**config.mk**
```make
export PLATFORM = sky130hd
export DESIGN_NAME = alu_wb_retire_queue_flat
export DESIGN_NICKNAME = d
export VERILOG_FILES = /design/src/rtl/alu_wb_retire_queue_pkg.sv /design/src/rtl/alu_wb_retire_queue_if.sv /design/src/rtl/alu_wb_fifo.sv /design/src/rtl/alu_wb_retire_queue.sv /design/src/flat_wrapper.sv
export SDC_FILE = /design/constraint.sdc
export NUM_CORES = 1
export LEC_CHECK = 0
export ABC_AREA = 1
export BUFFER_PORTS_ARGS = -buffer_cell sky130_fd_sc_hd__buf_2
export CAP_MARGIN = 20
export CORE_ASPECT_RATIO = 1.2
export CORE_MARGIN = 10
export CORE_UTILIZATION = 41
export CTS_CLUSTER_DIAMETER = 40
export CTS_CLUSTER_SIZE = 10
export DETAILED_ROUTE_END_ITERATION = 10
export SKIP_LAST_GASP = 1
export SLEW_MARGIN = 20
export SYNTH_ARGS = -nofsm -noshare
export SYNTH_HDL_FRONTEND = slang
export SYNTH_SLANG_ARGS = --single-unit
```
**constraint.sdc**
```tcl
create_clock -name clk -period 21.8 [get_ports clk]
set_clock_uncertainty 0.2 [all_clocks]
set_input_delay 4.36 -clock clk [delete_from_list [all_inputs] [get_ports clk]]
set_output_delay 4.36 -clock clk [all_outputs]
set_load 0.05 [all_outputs]
```
**src/rtl/alu_wb_retire_queue_pkg.sv**
```systemverilog
// rtl/alu_wb_retire_queue_pkg.sv - field widths and FIFO entry layout for the ALU writeback retire queue
package alu_wb_retire_queue_pkg;

    localparam int WFID_W  = 6;
    localparam int PC_W    = 32;
    localparam int VADDR_W = 10;
    localparam int SADDR_W = 9;

    typedef struct packed {
        logic [WFID_W-1:0]  wfid;
        logic [PC_W-1:0]    pc;
        logic [VADDR_W-1:0] vgpr_addr;
        logic [SADDR_W-1:0] sgpr_addr;
        logic               vgpr_wr_en;
        logic               sgpr_wr_en;
        logic               vcc_wr_en;
    } wb_entry_t;

    // VCC is written through the SGPR port, so it needs that grant too
    function automatic logic entry_needs_sgpr(input wb_entry_t e);
        return e.sgpr_wr_en | e.vcc_wr_en;
    endfunction

endpackage

```
**src/rtl/alu_wb_retire_queue_if.sv**
```systemverilog
// rtl/alu_wb_retire_queue_if.sv - ALU capture, write-port handshake and retire signals (ALU_WB_RETIRE_COUNT_EN adds retire count)
interface alu_wb_retire_queue_if;
    import alu_wb_retire_queue_pkg::*;

    logic [WFID_W-1:0]  in_wfid;
    logic [PC_W-1:0]    in_instr_pc;
    logic [VADDR_W-1:0] in_vgpr_dest_addr;
    logic [SADDR_W-1:0] in_sgpr_dest_addr;
    logic               in_instr_done;
    logic               in_vgpr_dest_wr_en;
    logic               in_sgpr_dest_wr_en;
    logic               in_vcc_wr_en;
    logic               in_vgpr_wr_gnt;
    logic               in_sgpr_wr_gnt;
    logic               out_vgpr_wr_req;
    logic               out_sgpr_wr_req;
    logic [VADDR_W-1:0] out_vgpr_dest_addr;
    logic [SADDR_W-1:0] out_sgpr_dest_addr;
    logic               out_vcc_wr_en;
    logic [WFID_W-1:0]  out_wb_wfid;
    logic               out_retire_valid;
    logic [WFID_W-1:0]  out_retire_wfid;
    logic [PC_W-1:0]    out_retire_pc;
    logic               out_alu_stall;
    logic               out_overflow;
`ifdef ALU_WB_RETIRE_COUNT_EN
    logic [31:0]        out_retire_count;
`endif

    modport master (
        output in_wfid, in_instr_pc, in_vgpr_dest_addr, in_sgpr_dest_addr, in_instr_done,
               in_vgpr_dest_wr_en, in_sgpr_dest_wr_en, in_vcc_wr_en, in_vgpr_wr_gnt, in_sgpr_wr_gnt,
        input  out_vgpr_wr_req, out_sgpr_wr_req, out_vgpr_dest_addr, out_sgpr_dest_addr, out_vcc_wr_en,
               out_wb_wfid, out_retire_valid, out_retire_wfid, out_retire_pc, out_alu_stall, out_overflow
`ifdef ALU_WB_RETIRE_COUNT_EN
        , input out_retire_count
`endif
    );

    modport slave (
        input  in_wfid, in_instr_pc, in_vgpr_dest_addr, in_sgpr_dest_addr, in_instr_done,
               in_vgpr_dest_wr_en, in_sgpr_dest_wr_en, in_vcc_wr_en, in_vgpr_wr_gnt, in_sgpr_wr_gnt,
        output out_vgpr_wr_req, out_sgpr_wr_req, out_vgpr_dest_addr, out_sgpr_dest_addr, out_vcc_wr_en,
               out_wb_wfid, out_retire_valid, out_retire_wfid, out_retire_pc, out_alu_stall, out_overflow
`ifdef ALU_WB_RETIRE_COUNT_EN
        , output out_retire_count
`endif
    );

endinterface

```
**src/rtl/alu_wb_fifo.sv**
```systemverilog
// rtl/alu_wb_fifo.sv - entry storage with wrapping pointers and occupancy count
module alu_wb_fifo
    import alu_wb_retire_queue_pkg::*;
#(
    parameter int DEPTH = 4
) (
    input  logic                   clk,
    input  logic                   rst,
    input  logic                   push,
    input  wb_entry_t              din,
    input  logic                   pop,
    output wb_entry_t              dout,
    output logic                   empty,
    output logic                   full,
    output logic [$clog2(DEPTH):0] count
);

    localparam int AW = $clog2(DEPTH);
    localparam int CW = AW + 1;

    wb_entry_t      mem_q [DEPTH];
    wb_entry_t      mem_d [DEPTH];
    logic [AW-1:0]  wr_ptr_q, wr_ptr_d;
    logic [AW-1:0]  rd_ptr_q, rd_ptr_d;
    logic [CW-1:0]  count_q, count_d;
    logic           wr_en;
    logic           rd_en;

    assign empty = (count_q == '0);
    assign full  = (count_q == CW'(DEPTH));
    assign count = count_q;
    assign dout  = mem_q[rd_ptr_q];

    // A pop frees the head slot in the same edge, so a full FIFO still accepts a push
    assign rd_en = pop & ~empty;
    assign wr_en = push & (~full | rd_en);

    always_comb begin
        mem_d    = mem_q;
        wr_ptr_d = wr_ptr_q;
        rd_ptr_d = rd_ptr_q;
        count_d  = count_q + CW'(wr_en) - CW'(rd_en);
        if (wr_en) begin
            mem_d[wr_ptr_q] = din;
            wr_ptr_d        = wr_ptr_q + 1'b1;
        end
        if (rd_en) begin
            rd_ptr_d = rd_ptr_q + 1'b1;
        end
    end

    always_ff @(posedge clk or posedge rst) begin
        if (rst) begin
            for (int i = 0; i < DEPTH; i++) begin
                mem_q[i] <= '0;
            end
            wr_ptr_q <= '0;
            rd_ptr_q <= '0;
            count_q  <= '0;
        end else begin
            mem_q    <= mem_d;
            wr_ptr_q <= wr_ptr_d;
            rd_ptr_q <= rd_ptr_d;
            count_q  <= count_d;
        end
    end

endmodule

```
**src/rtl/alu_wb_retire_queue.sv**
```systemverilog
// rtl/alu_wb_retire_queue.sv - queues completed ALU instructions, arbitrates VGPR/SGPR write ports, retires in order (ALU_WB_RETIRE_COUNT_EN adds retire counter)
module alu_wb_retire_queue
    import alu_wb_retire_queue_pkg::*;
#(
    parameter int DEPTH = 4
) (
    input logic                    clk,
    input logic                    rst,
    alu_wb_retire_queue_if.slave   bus
);

    localparam int CW = $clog2(DEPTH) + 1;

    wb_entry_t     push_entry;
    wb_entry_t     head;
    logic          head_valid;
    logic          fifo_empty;
    logic          fifo_full;
    logic [CW-1:0] fifo_count;
    logic          need_v, need_s;
    logic          v_req, s_req;
    logic          v_ok, s_ok;
    logic          retire;
    logic          got_v_q, got_v_d;
    logic          got_s_q, got_s_d;
    logic          overflow_q, overflow_d;

    always_comb begin
        push_entry.wfid       = bus.in_wfid;
        push_entry.pc         = bus.in_instr_pc;
        push_entry.vgpr_addr  = bus.in_vgpr_dest_addr;
        push_entry.sgpr_addr  = bus.in_sgpr_dest_addr;
        push_entry.vgpr_wr_en = bus.in_vgpr_dest_wr_en;
        push_entry.sgpr_wr_en = bus.in_sgpr_dest_wr_en;
        push_entry.vcc_wr_en  = bus.in_vcc_wr_en;
    end

    alu_wb_fifo #(.DEPTH(DEPTH)) u_fifo (
        .clk   (clk),
        .rst   (rst),
        .push  (bus.in_instr_done),
        .din   (push_entry),
        .pop   (retire),
        .dout  (head),
        .empty (fifo_empty),
        .full  (fifo_full),
        .count (fifo_count)
    );

    assign head_valid = ~fifo_empty;
    assign need_v     = head.vgpr_wr_en;
    assign need_s     = entry_needs_sgpr(head);
    assign v_req      = head_valid & need_v & ~got_v_q;
    assign s_req      = head_valid & need_s & ~got_s_q;

    // A grant only counts while its request is up, so it can complete the head this cycle
    assign v_ok   = ~need_v | got_v_q | (v_req & bus.in_vgpr_wr_gnt);
    assign s_ok   = ~need_s | got_s_q | (s_req & bus.in_sgpr_wr_gnt);
    assign retire = head_valid & v_ok & s_ok;

    always_comb begin
        got_v_d    = got_v_q;
        got_s_d    = got_s_q;
        overflow_d = overflow_q | (bus.in_instr_done & fifo_full & ~retire);
        if (retire) begin
            got_v_d = 1'b0;
            got_s_d = 1'b0;
        end else begin
            if (v_req & bus.in_vgpr_wr_gnt) got_v_d = 1'b1;
            if (s_req & bus.in_sgpr_wr_gnt) got_s_d = 1'b1;
        end
    end

    always_ff @(posedge clk or posedge rst) begin
        if (rst) begin
            got_v_q    <= 1'b0;
            got_s_q    <= 1'b0;
            overflow_q <= 1'b0;
        end else begin
            got_v_q    <= got_v_d;
            got_s_q    <= got_s_d;
            overflow_q <= overflow_d;
        end
    end

    assign bus.out_vgpr_wr_req    = v_req;
    assign bus.out_sgpr_wr_req    = s_req;
    assign bus.out_vgpr_dest_addr = head_valid ? head.vgpr_addr : '0;
    assign bus.out_sgpr_dest_addr = head_valid ? head.sgpr_addr : '0;
    assign bus.out_vcc_wr_en      = head_valid & head.vcc_wr_en;
    assign bus.out_wb_wfid        = head_valid ? head.wfid : '0;
    assign bus.out_retire_valid   = retire;
    assign bus.out_retire_wfid    = retire ? head.wfid : '0;
    assign bus.out_retire_pc      = retire ? head.pc : '0;
    // One slot stays reserved for the entry already in the EX->WB register
    assign bus.out_alu_stall      = (fifo_count >= CW'(DEPTH - 1));
    assign bus.out_overflow       = overflow_q;

`ifdef ALU_WB_RETIRE_COUNT_EN
    logic [31:0] retire_count_q, retire_count_d;

    always_comb begin
        retire_count_d = retire_count_q + {31'd0, retire};
    end

    always_ff @(posedge clk or posedge rst) begin
        if (rst) retire_count_q <= '0;
        else     retire_count_q <= retire_count_d;
    end

    assign bus.out_retire_count = retire_count_q;
`else
`endif

endmodule

```
**src/flat_wrapper.sv**
```systemverilog
// flat-port wrapper written by rule: the top's interface ports become plain ports
module alu_wb_retire_queue_flat import alu_wb_retire_queue_pkg::*;
#(
    parameter int DEPTH = 4
)
  (clk, rst, bus_in_wfid, bus_in_instr_pc, bus_in_vgpr_dest_addr, bus_in_sgpr_dest_addr, bus_in_instr_done, bus_in_vgpr_dest_wr_en, bus_in_sgpr_dest_wr_en, bus_in_vcc_wr_en, bus_in_vgpr_wr_gnt, bus_in_sgpr_wr_gnt, bus_out_vgpr_wr_req, bus_out_sgpr_wr_req, bus_out_vgpr_dest_addr, bus_out_sgpr_dest_addr, bus_out_vcc_wr_en, bus_out_wb_wfid, bus_out_retire_valid, bus_out_retire_wfid, bus_out_retire_pc, bus_out_alu_stall, bus_out_overflow);
  alu_wb_retire_queue_if bus_i ();
  input logic clk;
  input logic rst;
  input wire logic [$bits(bus_i.in_wfid)-1:0] bus_in_wfid;
  input wire logic [$bits(bus_i.in_instr_pc)-1:0] bus_in_instr_pc;
  input wire logic [$bits(bus_i.in_vgpr_dest_addr)-1:0] bus_in_vgpr_dest_addr;
  input wire logic [$bits(bus_i.in_sgpr_dest_addr)-1:0] bus_in_sgpr_dest_addr;
  input wire logic [$bits(bus_i.in_instr_done)-1:0] bus_in_instr_done;
  input wire logic [$bits(bus_i.in_vgpr_dest_wr_en)-1:0] bus_in_vgpr_dest_wr_en;
  input wire logic [$bits(bus_i.in_sgpr_dest_wr_en)-1:0] bus_in_sgpr_dest_wr_en;
  input wire logic [$bits(bus_i.in_vcc_wr_en)-1:0] bus_in_vcc_wr_en;
  input wire logic [$bits(bus_i.in_vgpr_wr_gnt)-1:0] bus_in_vgpr_wr_gnt;
  input wire logic [$bits(bus_i.in_sgpr_wr_gnt)-1:0] bus_in_sgpr_wr_gnt;
  output wire logic [$bits(bus_i.out_vgpr_wr_req)-1:0] bus_out_vgpr_wr_req;
  output wire logic [$bits(bus_i.out_sgpr_wr_req)-1:0] bus_out_sgpr_wr_req;
  output wire logic [$bits(bus_i.out_vgpr_dest_addr)-1:0] bus_out_vgpr_dest_addr;
  output wire logic [$bits(bus_i.out_sgpr_dest_addr)-1:0] bus_out_sgpr_dest_addr;
  output wire logic [$bits(bus_i.out_vcc_wr_en)-1:0] bus_out_vcc_wr_en;
  output wire logic [$bits(bus_i.out_wb_wfid)-1:0] bus_out_wb_wfid;
  output wire logic [$bits(bus_i.out_retire_valid)-1:0] bus_out_retire_valid;
  output wire logic [$bits(bus_i.out_retire_wfid)-1:0] bus_out_retire_wfid;
  output wire logic [$bits(bus_i.out_retire_pc)-1:0] bus_out_retire_pc;
  output wire logic [$bits(bus_i.out_alu_stall)-1:0] bus_out_alu_stall;
  output wire logic [$bits(bus_i.out_overflow)-1:0] bus_out_overflow;
  assign bus_i.in_wfid = bus_in_wfid;
  assign bus_i.in_instr_pc = bus_in_instr_pc;
  assign bus_i.in_vgpr_dest_addr = bus_in_vgpr_dest_addr;
  assign bus_i.in_sgpr_dest_addr = bus_in_sgpr_dest_addr;
  assign bus_i.in_instr_done = bus_in_instr_done;
  assign bus_i.in_vgpr_dest_wr_en = bus_in_vgpr_dest_wr_en;
  assign bus_i.in_sgpr_dest_wr_en = bus_in_sgpr_dest_wr_en;
  assign bus_i.in_vcc_wr_en = bus_in_vcc_wr_en;
  assign bus_i.in_vgpr_wr_gnt = bus_in_vgpr_wr_gnt;
  assign bus_i.in_sgpr_wr_gnt = bus_in_sgpr_wr_gnt;
  assign bus_out_vgpr_wr_req = bus_i.out_vgpr_wr_req;
  assign bus_out_sgpr_wr_req = bus_i.out_sgpr_wr_req;
  assign bus_out_vgpr_dest_addr = bus_i.out_vgpr_dest_addr;
  assign bus_out_sgpr_dest_addr = bus_i.out_sgpr_dest_addr;
  assign bus_out_vcc_wr_en = bus_i.out_vcc_wr_en;
  assign bus_out_wb_wfid = bus_i.out_wb_wfid;
  assign bus_out_retire_valid = bus_i.out_retire_valid;
  assign bus_out_retire_wfid = bus_i.out_retire_wfid;
  assign bus_out_retire_pc = bus_i.out_retire_pc;
  assign bus_out_alu_stall = bus_i.out_alu_stall;
  assign bus_out_overflow = bus_i.out_overflow;
  alu_wb_retire_queue #(.DEPTH(DEPTH)) u_core (.clk(clk), .rst(rst), .bus(bus_i));
endmodule
```
==> results.yml <==
outcome:
  status: "completed"
yosys:
  synth_top_area_share_pct: 50.5
  ys_warn_count: 0
  syn_inst: 1603
  synth_area_mm2: 0.0124
  async_reset_ff_share_pct: 100
  synth_edf_count: 0
  seq_area_frac_synth_pct: 50.5
  yosysMostFrequentCell: "nand2_1"
  synth.largest_area_cell: "dfrtp_1"
  avgSynthCellArea_um2: 7.73
  synthFlopType: "dfrtp_1"
  syn_nets: 1676
  netlist-cell-type-count: 23
  synthTopCellsByCount: "524 x nand2_1, 250 x dfrtp_1, 240 x nand4_1, 224 x nor2_1, 103 x o21ai_0"
  synthTopCellsByArea: "dfrtp_1 51%, nand2_1 16%, nand4_1 12%, nor2_1 6.8%, o21ai_0 4.2%"
  ys_ff_latch: 250
cts:
  ctsResizeCount: 0
  clk_pin_slew_ps: 50
  tritoncts: "yes"
  cts_setup_buffers: 0
  htree_num_levels: 2
  clock-sinks: 250
  clock_path_buffers: 3
  cts_buffers: 39
  insertion_delay_ps: 510
  root_buffer: "clkbuf_16"
  cts_hold_buf: 0
worst_setup_path:
  timing.rr.end: "u_core.u_fifo.mem_q[222]$_DFFE_PP0P_"
  reg2reg_depth: 14
  crit_path_start: "bus_in_vgpr_wr_gnt"
  worstPathRequired_ps: 17240
  cp_max_fo: 43
  path_class: "primary input to output port"
  rr_startpoint: "u_core.u_fifo.rd_ptr_q[0]$_DFFE_PP0P_"
  endpoint: "bus_out_retire_valid"
  crit_path_end_kind: "output port"
  start_kind: "primary input"
  critical_path_arrival_ps: 5630
  reg2reg_slack_ps: 16010
pwr:
  p_per_area_mw_per_mm2: 204
  power.leakage_nw: 7.41
  ir_drop_uv: 140
worst_hold_path:
  hold_class: "flip-flop to flip-flop"
final_layout:
  multi_input_area_mm2: 0.00548
  drive_gt1_share_pct: 13.8
  final_area_mm2: 0.0146
  area_delta_synth_final_pct: 17.7
  nets: 1716
  fillers: 2986
  seqCellArea_mm2: 0.00626
floorplan:
  core_mm2: 0.0297
  die-area_mm2: 0.0376
  ios: 134
  die_x_um: 179
  start_util_pct: 41.7
  rows: 69
  die_y_um: 210
drt:
  wl_per_cell_um: 19.2
  ant_nets: 0
  route.detailed.drc: 0
  vias_per_cell: 5.66
  first_pass_iters: 7
  drt_wl_total_mm: 39.5
  drtIter0Drc: 1076
  via_count: 11700
sta:
  finalSetupViolCount: 0
  drv_slew: 0
  rsz0062_at_grt: "false"
  setup_tns_ps: 0
  worst_pin_slew_ps: 1090
  hold_ws_ps: 261
  period_minus_slack_ps: 10190
  timing.final.crit_share_pct: 46.7
  max_freq_mhz: 98.1
  relSlewSlack_pct: 27.2
  hold_viol: 0
place:
  place_congestion: 0.775
  hpwl_mm: 20.5
  place_area_mm2: 0.0131
  port_buffers: 133
global_routing:
  grt_pass1_wl_mm: 63.6
  grt_antenna_before_repair: 1
  first_global_vias: 11400
  grt_max_degree: 143
  gr-usage-all-layers_pct: 20.7
  gr-total-overflow: 0
flow_run:
  cap_violations: 0
## cells by family after synthesis
group,share of synthesized area [%]
XOR/XNOR,0.141
adder cells (fa/ha/maj),0.869
buffers and inverters,5.66
flip-flops,50.5
AND/OR/NAND/NOR,35.7
AO/OA/AOI/OAI,7.10
## critical path, cell delays in order
cell and delay, ps:
buf_2 100, nand3b_1 160, nand3_2 80, buf_4 490
inv_1 180, buf_2 260
## cell type report
| cell class | count | share of cell area (%) |
|---|---|---|
| flip-flops and latches | 250 | 43.0 |
| multi-input cells | 1184 | 37.6 |
| clock buffers | 47 | 7.33 |
| repair buffers | 151 | 5.56 |
| well taps | 390 | 3.35 |
| clock inverters | 20 | 2.66 |
| inverters | 17 | 0.498 |
| diodes | 1 | 0.0172 |
## stage by stage
stage | worst slack [ps] | util [%] | std cells | total power, W
CTS | 11590 | 49.1 | 2059 | 0.00299
floorplan | 10370 | - | 1603 | 0.00189
finish | 11610 | 49.1 | 2060 | 0.00297
detailed placement | 11590 | 44.1 | 1992 | 0.00228
global placement | 11620 | 44.1 | 1992 | 0.00226
global route | 11520 | 49.1 | 2059 | 0.00317
## metal layers
| layer | track usage (%) | up-vias | wire, um |
|---|---|---|---|
| li1 | - | 5459 | - |
| met1 | 27.0 | 5768 | 16900 |
| met2 | 34.4 | 372 | 19300 |
| met3 | 3.68 | 59 | 2450 |
| met4 | 6.25 | 2 | 924 |
| met5 | 0 | - | 7 |
## how the worst min path moves through the flow
stage / end / cells after the start / start / slack [ps]
floorplan: u_core.u_fifo.mem_q[10]$_DFFE_PP0P_ / 2 / u_core.u_fifo.mem_q[10]$_DFFE_PP0P_ / 240
global placement: u_core.u_fifo.mem_q[164]$_DFFE_PP0P_ / 2 / u_core.u_fifo.mem_q[164]$_DFFE_PP0P_ / 250
detailed placement: u_core.u_fifo.mem_q[127]$_DFFE_PP0P_ / 2 / u_core.u_fifo.mem_q[127]$_DFFE_PP0P_ / 250
CTS: u_core.u_fifo.mem_q[30]$_DFFE_PP0P_ / 2 / u_core.u_fifo.mem_q[30]$_DFFE_PP0P_ / 270
global route: u_core.u_fifo.mem_q[42]$_DFFE_PP0P_ / 2 / u_core.u_fifo.mem_q[42]$_DFFE_PP0P_ / 280
finish: u_core.u_fifo.mem_q[26]$_DFFE_PP0P_ / 2 / u_core.u_fifo.mem_q[26]$_DFFE_PP0P_ / 260
## sequential cells by signal (all words and copies together) (netlist names)
register,flops
u_core.u_fifo.mem_q,240
u_core.u_fifo.count,3
u_core.u_fifo.rd_ptr_q,2
u_core.u_fifo.wr_ptr_q,2
u_core.bus.out_overflow,1
u_core.got_s_q,1
u_core.got_v_q,1
## placed cells by master (no fill, tap or decap), drive strengths merged, types with 11 or more instances in the layout
cell and instances:
nand2 525, dfrtp 250, nand4 240, nor2 224
buf 151, o21ai 103, a21oi 59, clkbuf 47
inv 17, nand3 13, bufinv 11
## power breakdown
group,internal (W),leakage (nW),switching [W],total [W]
clock network,0.000478,0.708,0.000225,0.000702
logic,0.000356,3.58,0.00110,0.00146
registers,0.000680,3.13,0.000131,0.000811
No activity file was read; power rests on OpenSTA's default activity.
